==> src/rtl/count_down_timer_ctrl.sv <==
// count_down_timer_ctrl: key sequencer for count_down_timer (H/M/S edit, run/pause, alarm).
// Build option: define HOUR_99_EN for a 00-99 hour range instead of 00-23.
module count_down_timer_ctrl #(
  parameter int PULSE_CYCLES  = 2,
  parameter int RING_MS       = 10000,
  parameter int BLINK_HALF_MS = 250
) (
  input  logic       clk_1k,
  input  logic       rst,
  input  logic       key_mode,
  input  logic       key_inc,
  input  logic       key_start,
  input  logic       counting,
  input  logic       ring,
  output logic [7:0] hour_bcd_out,
  output logic [7:0] minute_bcd_out,
  output logic [7:0] second_bcd_out,
  output logic       set,
  output logic       play,
  output logic       stop,
  output logic [1:0] edit_field,
  output logic       blink,
  output logic       buzzer_en
);

  localparam int PCW = (PULSE_CYCLES > 1) ? $clog2(PULSE_CYCLES) : 1;
  localparam int RCW = (RING_MS > 1) ? $clog2(RING_MS) : 1;
  localparam int BCW = (BLINK_HALF_MS > 1) ? $clog2(BLINK_HALF_MS) : 1;

  localparam logic [PCW-1:0] PULSE_LAST = PCW'(PULSE_CYCLES - 1);
  localparam logic [RCW-1:0] RING_LAST  = RCW'(RING_MS - 1);
  localparam logic [BCW-1:0] BLINK_LAST = BCW'(BLINK_HALF_MS - 1);

`ifdef HOUR_99_EN
  localparam logic [7:0] HOUR_MAX = 8'h99;
`else
  localparam logic [7:0] HOUR_MAX = 8'h23;
`endif

  typedef enum logic [2:0] {
    IDLE, EDIT_H, EDIT_M, EDIT_S, LOAD, RUN, PAUSE, ALARM
  } state_t;

  state_t state_reg, state_next;

  logic           set_reg, play_reg, stop_reg;
  logic [PCW-1:0] pulse_cnt_reg;
  logic           issue_set, issue_play, issue_stop, issue_any;
  logic           busy, strobe_last;

  logic           ring_q_reg, counting_q_reg;
  logic           ring_rise, count_fall;
  logic [RCW-1:0] alarm_cnt_reg;
  logic           alarm_done;

  logic           blink_reg;
  logic [BCW-1:0] blink_cnt_reg;
  logic           edit_now, edit_next, blink_restart;

  logic           start_go, mode_go, inc_go, any_key_go;
  logic [7:0]     field_value [3];
  logic           preset_nz;

  function automatic logic is_edit(input state_t s);
    return (s == EDIT_H) || (s == EDIT_M) || (s == EDIT_S);
  endfunction

  // BCD increment with wrap at max; the low nibble carries 9 -> high nibble.
  function automatic logic [7:0] bcd_inc(input logic [7:0] v, input logic [7:0] max);
    logic [7:0] r;
    if (v == max)
      r = 8'h00;
    else if (v[3:0] == 4'd9)
      r = {v[7:4] + 4'd1, 4'd0};
    else
      r = {v[7:4], v[3:0] + 4'd1};
    return r;
  endfunction

  // Keys are only honoured while no strobe is in flight; start > mode > inc.
  assign busy        = set_reg | play_reg | stop_reg;
  assign strobe_last = busy && (pulse_cnt_reg == PULSE_LAST);
  assign start_go    = !busy && key_start;
  assign mode_go     = !busy && key_mode && !key_start;
  assign inc_go      = !busy && key_inc && !key_mode && !key_start;
  assign any_key_go  = !busy && (key_start || key_mode || key_inc);

  assign ring_rise   = ring && !ring_q_reg;
  assign count_fall  = counting_q_reg && !counting;
  assign alarm_done  = (alarm_cnt_reg == RING_LAST);
  assign preset_nz   = |{field_value[0], field_value[1], field_value[2]};

  always_ff @(posedge clk_1k or posedge rst) begin
    if (rst) begin
      state_reg <= IDLE;
    end else begin
      state_reg <= state_next;
    end
  end

  always_comb begin
    state_next = state_reg;
    issue_set  = 1'b0;
    issue_play = 1'b0;
    issue_stop = 1'b0;
    case (state_reg)
      IDLE: begin
        if (start_go) begin
          if (preset_nz) begin
            state_next = LOAD;
            issue_set  = 1'b1;
          end
        end else if (mode_go) begin
          state_next = EDIT_H;
        end
      end
      EDIT_H, EDIT_M, EDIT_S: begin
        if (start_go) begin
          if (preset_nz) begin
            state_next = LOAD;
            issue_set  = 1'b1;
          end
        end else if (mode_go) begin
          case (state_reg)
            EDIT_H:  state_next = EDIT_M;
            EDIT_M:  state_next = EDIT_S;
            default: state_next = IDLE;
          endcase
        end
      end
      LOAD: begin
        // play follows set with no gap
        if (strobe_last) begin
          state_next = RUN;
          issue_play = 1'b1;
        end
      end
      RUN: begin
        if (ring_rise) begin
          state_next = ALARM;
        end else if (count_fall && !ring) begin
          state_next = IDLE;
        end else if (start_go) begin
          state_next = PAUSE;
          issue_stop = 1'b1;
        end
      end
      PAUSE: begin
        if (ring_rise) begin
          state_next = ALARM;
        end else if (start_go) begin
          state_next = RUN;
          issue_play = 1'b1;
        end else if (mode_go) begin
          state_next = IDLE;
          issue_set  = 1'b1;
        end
      end
      ALARM: begin
        // the clearing key is consumed here and has no further effect
        if (any_key_go || (alarm_done && !busy)) begin
          state_next = IDLE;
          issue_set  = 1'b1;
        end
      end
      default: state_next = IDLE;
    endcase
  end

  assign issue_any = issue_set | issue_play | issue_stop;

  always_ff @(posedge clk_1k or posedge rst) begin
    if (rst) begin
      set_reg       <= 1'b0;
      play_reg      <= 1'b0;
      stop_reg      <= 1'b0;
      pulse_cnt_reg <= '0;
    end else if (issue_any) begin
      set_reg       <= issue_set;
      play_reg      <= issue_play;
      stop_reg      <= issue_stop;
      pulse_cnt_reg <= '0;
    end else if (busy) begin
      if (pulse_cnt_reg == PULSE_LAST) begin
        set_reg  <= 1'b0;
        play_reg <= 1'b0;
        stop_reg <= 1'b0;
      end else begin
        pulse_cnt_reg <= pulse_cnt_reg + PCW'(1);
      end
    end
  end

  always_ff @(posedge clk_1k or posedge rst) begin
    if (rst) begin
      ring_q_reg     <= 1'b0;
      counting_q_reg <= 1'b0;
      alarm_cnt_reg  <= '0;
    end else begin
      ring_q_reg     <= ring;
      counting_q_reg <= counting;
      if (state_reg != ALARM)
        alarm_cnt_reg <= '0;
      else if (!alarm_done)
        alarm_cnt_reg <= alarm_cnt_reg + RCW'(1);
    end
  end

  // Preset fields: 0 hour, 1 minute, 2 second; each edited only in its own state.
  genvar gi;
  generate
    for (gi = 0; gi < 3; gi++) begin : g_field
      localparam state_t     FIELD_STATE = (gi == 0) ? EDIT_H : ((gi == 1) ? EDIT_M : EDIT_S);
      localparam logic [7:0] FIELD_MAX   = (gi == 0) ? HOUR_MAX : 8'h59;
      logic [7:0] value_reg;
      always_ff @(posedge clk_1k or posedge rst) begin
        if (rst)
          value_reg <= 8'h00;
        else if (inc_go && (state_reg == FIELD_STATE))
          value_reg <= bcd_inc(value_reg, FIELD_MAX);
      end
      assign field_value[gi] = value_reg;
    end
  endgenerate

  assign edit_now      = is_edit(state_reg);
  assign edit_next     = is_edit(state_next);
  assign blink_restart = (edit_next && (state_next != state_reg)) || (inc_go && edit_now);

  always_ff @(posedge clk_1k or posedge rst) begin
    if (rst) begin
      blink_reg     <= 1'b1;
      blink_cnt_reg <= '0;
    end else if (!edit_next || blink_restart) begin
      blink_reg     <= 1'b1;
      blink_cnt_reg <= '0;
    end else if (blink_cnt_reg == BLINK_LAST) begin
      blink_reg     <= !blink_reg;
      blink_cnt_reg <= '0;
    end else begin
      blink_cnt_reg <= blink_cnt_reg + BCW'(1);
    end
  end

  always_comb begin
    edit_field = 2'd0;
    case (state_reg)
      EDIT_H:  edit_field = 2'd1;
      EDIT_M:  edit_field = 2'd2;
      EDIT_S:  edit_field = 2'd3;
      default: edit_field = 2'd0;
    endcase
  end

  assign hour_bcd_out   = field_value[0];
  assign minute_bcd_out = field_value[1];
  assign second_bcd_out = field_value[2];
  assign set            = set_reg;
  assign play           = play_reg;
  assign stop           = stop_reg;
  assign blink          = blink_reg;
  assign buzzer_en      = (state_reg == ALARM) && ring;

endmodule

==> config.mk <==
export PLATFORM = sky130hd
export DESIGN_NAME = count_down_timer_ctrl
export DESIGN_NICKNAME = d
export VERILOG_FILES = /design/src/rtl/count_down_timer_ctrl.sv
export SDC_FILE = /design/constraint.sdc
export NUM_CORES = 1
export LEC_CHECK = 0
export ABC_AREA = 0
export CAP_MARGIN = 10
export CORE_ASPECT_RATIO = 0.7
export CORE_MARGIN = 3
export CORE_UTILIZATION = 55
export CTS_CLUSTER_SIZE = 28
export DETAILED_ROUTE_END_ITERATION = 7
export DONT_BUFFER_PORTS = 1
export GPL_TIMING_DRIVEN = 0
export PLACE_DENSITY = 0.73
export SYNTH_ARGS = -nofsm -noshare
export SYNTH_HDL_FRONTEND = slang
export SYNTH_SLANG_ARGS = --single-unit
==> constraint.sdc <==
create_clock -name clk_1k -period 2.4 [get_ports clk_1k]
set_input_delay 0.36 -clock clk_1k [delete_from_list [all_inputs] [get_ports clk_1k]]
set_output_delay 0.36 -clock clk_1k [all_outputs]
set_load 0.01 [all_outputs]
Yosys cells after proc, flatten, opt, wreduce, memory -nomap -nowiden
Cells that the tools add are included. W data, S select, Z words.

Bits in registers: 56. Output and inout bits: 31.

$add $sub $neg: 9. Equality and inequality tests: 21. Mux-type cells: 50. Bitwise operators: 4. Reduce and logical (&&, ||, !) cells: 49.

Operators by type and width (count): $mux W8 (8); $mux W3 (13); $mux W14 (2); $add A4 B1 Y4 const B (6); $reduce_or A24 Y1 (1); $mux W1 (22); $logic_and A1 B1 Y1 (18); $pmux W3 S6 (1); $eq A8 B7 Y1 const B (2); $add A14 B1 Y14 const B (1); $eq A14 B14 Y1 const B (1); $eq A3 B2 Y1 const B (4); $eq A3 B3 Y1 const B (4); $eq A4 B4 Y1 const B (3); $reduce_bool A2 Y1 (6); $logic_or A1 B1 Y1 (9); $add A8 B1 Y8 const B (1); $eq A8 B6 Y1 const B (1); $eq A8 B8 Y1 const B (1); $logic_not A1 Y1 (8); $reduce_and A2 Y1 (4); $eq A3 B1 Y1 const B (2); $pmux W2 S3 (1); $or A1 B1 Y1 (4); other kinds (10) (10).

Depth between registers and ports, before layout
Gate-level depths: netlist of the first run.

Word-level depth: 16. Depth in mapped cells: 10.

Worst setup path before layout of the first run
Ideal clock, no wire load.

Path type: reg2reg. Start: register set_reg, in the netlist set. End: register state_reg[0]. Library setup time: 0.120 ns. Arrival: 2.250 ns. Data required time: 2.280 ns. Path slack: 0.029 ns. Stages on the path, launching flop included: 8. Path buffers: 2. Period minus slack after synthesis: 2.371 ns. Cell sequence: dfrtp_1 > or4b_4 > o211ai_2 > o211ai_1 > or4_1 > buf_6 > buf_8 > a41o_2.

Longest elaborated chain between the ends: 9. Elaborated cells between the ends (all ways): 23.

RTL lines: from (decl) (line 46) `logic set_reg, play_reg, stop_reg;`; from (signal assigned) (line 179) `set_reg <= issue_set;`; $or A1 B1 Y1 (*) (2 in a row) (line 81) `assign busy = set_reg | play_reg | stop_reg;`; $logic_not A1 Y1; $logic_and A1 B1 Y1 (2 in a row) (line 84) `assign mode_go = !busy && key_mode && !key_start;`; $mux W3 (line 154) `end else if (mode_go) begin`; $mux W3 (line 151) `end else if (start_go) begin`; $mux W3 (line 149) `if (ring_rise) begin`; $pmux W3 S6 (*) (line 106) `case (state_reg)`; net state_next[0] (line 44) `state_t state_reg, state_next;`; to (signal assigned) (line 97) `state_reg <= state_next;`; to (decl) (line 44).

Mark *: on every way through the listed nets, which the timed path passes. The rest lies on a longest branch. A chain may end at the register's enable or synchronous reset.

Worst setup path after layout of the first run
Same ends and word-level chain as after synthesis.

==> impl_results.md, run 1 <==
* Worst Tran Pin Value at 0.6504 ns
* DIE AREA at 7136 µm²
* Row count at 23
* DR vias/cell at 6.072
* Tcrit/Tclk final at 103.7%
* Skew-Pair Late Insertion Delay at between 0.3 and 0.4 ns
* Post-synth EDFFs at 0
* # clock sinks at 56
* Pwr dens at 848.5 nW/µm²
* Clock transition at path regs at roughly 0.10 ns
* WS Path Type: register to register
* Largest family of logic cells by synthesized area: simple AND/OR/NAND/NOR gates
* DR WL/cell at 15.56 µm
* Sw Share at 41.13%
* Startpoint types: register
* Ratio of cells with drive above 1 in the final layout at between 10 and 15%
* Clock power share at 16.8%
* Crit path time final at approximately 2.5 ns
* Total grt overflow at 0
* Critical path capture point type: register
* Library cells used by synthesis at 54
* Min-delay worst type: input port to register
* Peak supply drop at 384.5 µV
* Routed Antenna Nets at 0
* Synth top area share at 40.73%
* Max_slew headroom at 56.03%
* Synth Net Count at 408
* Core Area at slightly below 6000 µm²
* Fin nets at 424
* Simple-Gate Fraction of Synth Area at between 20% and 30%
* DP Wirelength at 5454 µm
* Synth Register Bits at 56
* Final instance area at 3791 µm²
* Fin worst setup slack at -0.08912 ns
* Clock root buffer: clkbuf_8
* Drt initial violations at 169
* Post-placement cell area at between 3000 and 4000 µm²
* Post-synthesis mux area share at less than 1%
* First-pass GRT wire length at between 10000 and 15000 µm
* Yosys top cell by area: dfrtp_1
* Fin Clk Skew at 0.004475 ns
* N_diodes at 0
* CTS tree: yes
* Final setup viols at 10
* Fillers at between 400 and 500
* Fin Hold WS at 0.06987 ns
* All-Layer GR Usage at 21.17%
* Synth Area in XOR/XNOR at 4.147%
* Violated checks: setup timing
* Dominant synthesized flop cell: dfrtp_1
* FF/Latch Area at about 1400 µm²
* Placer Congestion at roughly 0.83
* CP arrival at approximately 2.7 ns
* Area Overhead vs Synth at 12.18%
* Yosys warns at 0
* Max Cap Viol at 0
* Critical Path RT at 2.61 ns
* Total CTS buffers at 5
* Largest net degree at the start of global routing at 43
* Adder-cell area share of the yosys netlist at 7.775%
* R2R setup slack at -0.09 ns
* Max reg flops at 14
* CTS HTree Levels at 2
* Compound-Gate Fraction of Synth Area at 13.85%
* Combinational power share at 41.4%
* Final WL at around 7300 µm
* Seq/Total Area, Yosys at between 40% and 50%
* Post-Syn Area at 3379 µm²
* Sequential Power Share at a little over two fifths
* Most area-consuming cells after synthesis: dfrtp_1 (41%), ha_1 (7.8%), nand2_1 (5.7%)
* Clock Tree Buf Depth at 2
* Multi-input gate area at 1966 µm²
* PortBufs at 0
* Die Span X at 99.69 µm
* Async SR Flop Fraction at 100.0%
* Initial Utilization at just under 60%
* Initial antenna violation count at 0
* Slew Limit Fails at 0
* Final Hold Fails at 0
* Syn avg cell area at 8.893 µm²
* Vias at 2866
* DRC Markers at 0
* TritonRoute pass-1 iters at 4
* Static leakage at between 1.5 and 2 nW
* Run status: complete, but fails checks
* Number of cells produced by synthesis at 380
* Max FO, Critical Path at 9
* RSZ-0062 raised after global routing: yes
* Vias in the first global route at about 2600
* F_max at 401.7 MHz
* DIE HEIGHT at 71.59 µm
* Sw power at 1.323 mW
* Number of top-level pins at 38
* Cell-internal power at 1.894 mW
[cell usage after synthesis, types with 4 or more instances]
| cell | number |
|---|---|
| a21oi_1 | 12 |
| and3_1 | 10 |
| clkbuf_1 | 7 |
| dfrtp_1 | 55 |
| ha_1 | 21 |
| inv_1 | 19 |
| nand2_1 | 51 |
| nand2b_1 | 6 |
| nand3_1 | 22 |
| nand3b_1 | 4 |
| nand4_1 | 12 |
| nor2_1 | 33 |
| nor2b_1 | 7 |
| nor3_1 | 9 |
| nor4_1 | 6 |
| o211ai_1 | 4 |
| o21ai_0 | 27 |
| o31ai_1 | 5 |
| or3_1 | 5 |
| xnor2_1 | 6 |
| xor2_1 | 10 |
[layout by cell type, fill, tap and decap left out, types with 3 or more instances in the layout]
cell type and instances:
and2_1 3, and3_1 10, clkbuf_1 8, nor4_1 4, nand2b_1 6, nand3b_1 4, a21o_1 3, xnor2_1 6
o211ai_1 4, nand2_1 50, nor2_1 33, dfrtp_2 3, clkbuf_8 6, o21ai_0 25, o31ai_1 4, buf_4 7
a22o_1 3, dfrtp_1 52, nor2b_1 6, a21oi_1 12, or3_1 4, xor2_1 10, nand3_1 22, nand4_1 12
or4_1 3, ha_1 21, inv_1 18, nor3_1 7
[worst paths after layout]
kind                                   start           endpoint  cells after the start
min reg2reg                alarm_cnt_reg[13]  alarm_cnt_reg[13]                      2
max reg2reg                              set       state_reg[0]                      7
min in group asynchronous                rst   alarm_cnt_reg[6]                      2
max                                      set       state_reg[0]                      7
max in group asynchronous                rst              blink                      3
min                                 counting     counting_q_reg                      0
[repair_timing]
item | in CTS | in global routing
resized for setup | 17 | 11
cloned | 0 | 1
pin swaps | 5 | 5
setup buffers | 2 | 4
endpoints found under the hold margin | 14 | 0
hold buffers | 1 | 0
endpoints found under the setup margin | 19 | 18
[layer usage]
metal  share of wire (%)  up-vias  global-route usage, %
met5                   0        -                      0
met4                0.75        0                  4.848
met3                 5.9        7                  3.988
met2                  44       86                  31.26
met1                  49     1379                  32.31
li1                    -     1394                      -
[area by class of cell]
type	count	area share [%]
multi-input cells	295	51.85
flip-flops and latches	56	37.10
repair buffers	9	2.640
well taps	75	2.475
clock buffers	7	2.277
inverters	19	1.881
plain buffers	10	1.584
clock inverters	1	0.1980
[stage by stage]
stage               setup WS, ns  setup TNS, ns  power (mW)  std cells  util, %
global route             -0.1493         -1.299       3.432        472    64.90
global placement         -0.2547         -2.069       2.380        455    59.46
detailed placement       -0.3168         -2.768       2.422        456    59.80
finish                  -0.08912        -0.5886       3.217        472    64.90
floorplan                0.02943              0       2.139        380        -
CTS                     -0.06765        -0.2834       3.042        467    62.99
[logic make-up after synthesis]
group | Yosys count
compound gates | 71
xor+xnor | 16
fa+ha+maj | 21
buf+inv | 29
flops | 56
mux | 1
simple gates | 186
[power by group through the flow]
stage               clock [mW]  combinational [mW]  sequential, mW
floorplan                    0               0.858            1.28
global placement             0                1.05            1.34
detailed placement           0                1.08            1.34
CTS                      0.550                1.16            1.33
global route             0.590                1.47            1.38
finish                   0.539                1.33            1.35
[critical path, cell delays in order (launching register included)]
cell,delay (ns)
dfrtp_2,0.48
or4b_4,0.58
o211ai_2,0.14
o211ai_1,0.13
or4_1,0.53
buf_6,0.17
buf_8,0.13
a41o_2,0.22
Power figures use the tool's default switching activity.
==> run 2, diff against run 1 <==
--- a/config.mk
+++ b/config.mk
@@ -7,14 +7,17 @@
 export LEC_CHECK = 0
 export ABC_AREA = 0
 export CAP_MARGIN = 10
+export CELL_PAD_IN_SITES_DETAIL_PLACEMENT = 0
+export CELL_PAD_IN_SITES_GLOBAL_PLACEMENT = 2
 export CORE_ASPECT_RATIO = 0.7
 export CORE_MARGIN = 3
-export CORE_UTILIZATION = 55
+export CORE_UTILIZATION = 35
 export CTS_CLUSTER_SIZE = 28
 export DETAILED_ROUTE_END_ITERATION = 7
 export DONT_BUFFER_PORTS = 1
 export GPL_TIMING_DRIVEN = 0
-export PLACE_DENSITY = 0.73
+export PLACE_DENSITY_LB_ADDON = 0.1
+export SKIP_LAST_GASP = 1
 export SYNTH_ARGS = -nofsm -noshare
 export SYNTH_HDL_FRONTEND = slang
 export SYNTH_SLANG_ARGS = --single-unit
==> impl_results.md, run 2 (synthesis gave the netlist of run 1 again) <==
* # clock sinks at 56
* All-Layer GR Usage at 15.70%
* Crit-path leading delay family: simple AND/OR/NAND/NOR gates
* DIE AREA at 10890 µm²
* Vias in the first global route at 2609
* Grt peak-use layer: met1
* DRC Markers at 0
* Sequential Power Share at 37.2%
* Commonest non-fill, non-tap cells in the layout: nand2_1 (50), dfrtp_1 (50), nor2_1 (33)
* Placed Cells incl. Taps at 505
* Sw power at 1.387 mW
* DR vias/cell at between 5 and 6
* Drt initial violations at 127
* GRT met3 Usage at 3.834%
* First-pass GRT wire length at ~14000 µm
* Largest net degree at the start of global routing at 32
* Fin nets at 423
* F_max at 402.5 MHz
* Origin of the critical flop-to-flop path: set
* Core Area at 9216 µm²
* Final Hold Fails at 0
* Row count at 29
* DR WL/cell at 15.93 µm
* Die Span X at 123.4 µm
* PortBufs at 0
* Non-filler cells, final at about 520
* Routed Antenna Nets at 0
* Worst-case reg-to-reg path depth at 6
* Skew-Pair Late Insertion Delay at 0.29 ns
* Startpoint types: register
* CTS tree: yes
* Worst R2R End: state_reg[0]
* WP buf/inv at 1
* WS Path Type: register to register
* Slowest stage delay, CP at 0.61 ns
* CP arrival at 2.67 ns
* Final WL at just over 8000 µm
* Final instance area at a little under 4000 µm²
* Overall power at 3.639 mW
* Clock root buffer: clkbuf_16
* Fin Clk Skew at 0.003978 ns
* Placer Congestion at 0.8050
* N_diodes at 0
* Max FO, Critical Path at 6
* Final setup viols at 9
* Max Cap Viol at 0
* Clock transition at path regs at 0.07 ns
* Critical path capture point type: register
* Worst Tran Pin Value at about 0.67 ns
* DP Wirelength at 6070 µm
* RSZ-0062 raised after global routing: yes
* Violated checks: setup timing
* Tcrit/Tclk final at 103.5%
* R2R setup slack at -0.08 ns
* Peak supply drop at 427.4 µV
* Critical Path RT at 2.58 ns
* Met1 global-route usage at between 20% and 30%
* Crit path capture: state_reg[0]
* Min-delay worst type: input port to async pin
* Slowest cell on crit path: or4_4
* Max_slew headroom at 55.17%
* Ratio of cells with drive above 1 in the final layout at between 10% and 20%
* Total CTS buffers at 5
* Slew Limit Fails at 0
* Run status: complete, but fails checks
* Vias at 2748
* Initial Utilization at 36.67%
* TritonRoute pass-1 iters at 4
* Met2 Use GR at about 22%
* Pwr dens at 918.7 nW/µm²
* CTS HTree Levels at 2
* Fin Hold WS at 0.009157 ns
* DIE HEIGHT at 88.22 µm
* Combinational power share at 37.2%
* Final core utilization at roughly 43%
* Clock power share at around 26%
* Area Overhead vs Synth at 17.22%
* CP Launch Point: set
* Clock Tree Buf Depth at 2
* Hold buffer count at CTS at 0
* Total grt overflow at 0
* Initial antenna violation count at 0
* Cell-internal power at 2.252 mW
* Number of top-level pins at 38
* Crit path time final at ~2.5 ns
* Fin worst setup slack at -0.08428 ns
* Static leakage at about 1.7 nW
* Cell Chain, Critical Path: or4b_4 -> o211ai_2 -> o211ai_1 -> or4_4 -> buf_8 -> a41o_2
* Critical path depth in cells at 6
* Max reg flops at 14
* Post-placement cell area at 3555 µm²
* Sw Share at 38.11%
run 2: repair_timing:
item / CTS / global route
cloned: 0 / 2
hold endpoints to repair: 0 / 0
resized for setup: 21 / 19
pin swaps: 4 / 7
buffers inserted: 1 / 5
setup endpoints to repair: 22 / 14
run 2: worst min path at each step:
stage,slack (ns),end,depth (start not counted)
floorplan,0.39,counting_q_reg,0
finish,0.009,counting_q_reg,1
CTS,0.03,minute_bcd_out[2],1
detailed placement,0.35,minute_bcd_out[2],1
global route,0.05,minute_bcd_out[4],1
global placement,0.39,counting_q_reg,0
run 2: power groups by stage:
stage	clock (mW)	combinational, mW	sequential [mW]
final	0.932	1.35	1.35
after global routing	0.992	1.50	1.39
after CTS	0.961	1.19	1.35
after floorplan	0	0.858	1.28
after detailed placement	0	1.11	1.35
after global placement	0	1.10	1.35
run 2: final cells by class:
class,instances,area [µm²]
flip-flops and latches,56,1409
well taps,124,155.1
clock buffers,5,125.1
fillers,948,5255
plain buffers,9,50.05
clock inverters,2,60.06
multi-input cells,296,2001
repair buffers,8,90.09
inverters,19,71.32
run 2: metrics by stage:
stage          setup slack [ns]  TNS, ns
2_1_floorplan           0.02943        0
3_3_place_gp            -0.4494   -12.50
3_5_place_dp            -0.4157   -4.176
4_1_cts                -0.07459  -0.3464
5_1_grt                 -0.1281   -1.027
6_report               -0.08428  -0.4825
run 2: layer usage:
metal / part of all wire [%] / wire length (µm)
met2: 41 / 3366
met1: 54 / 4450
met4: 0.58 / 48
met3: 4.9 / 404
met5: 0 / 0
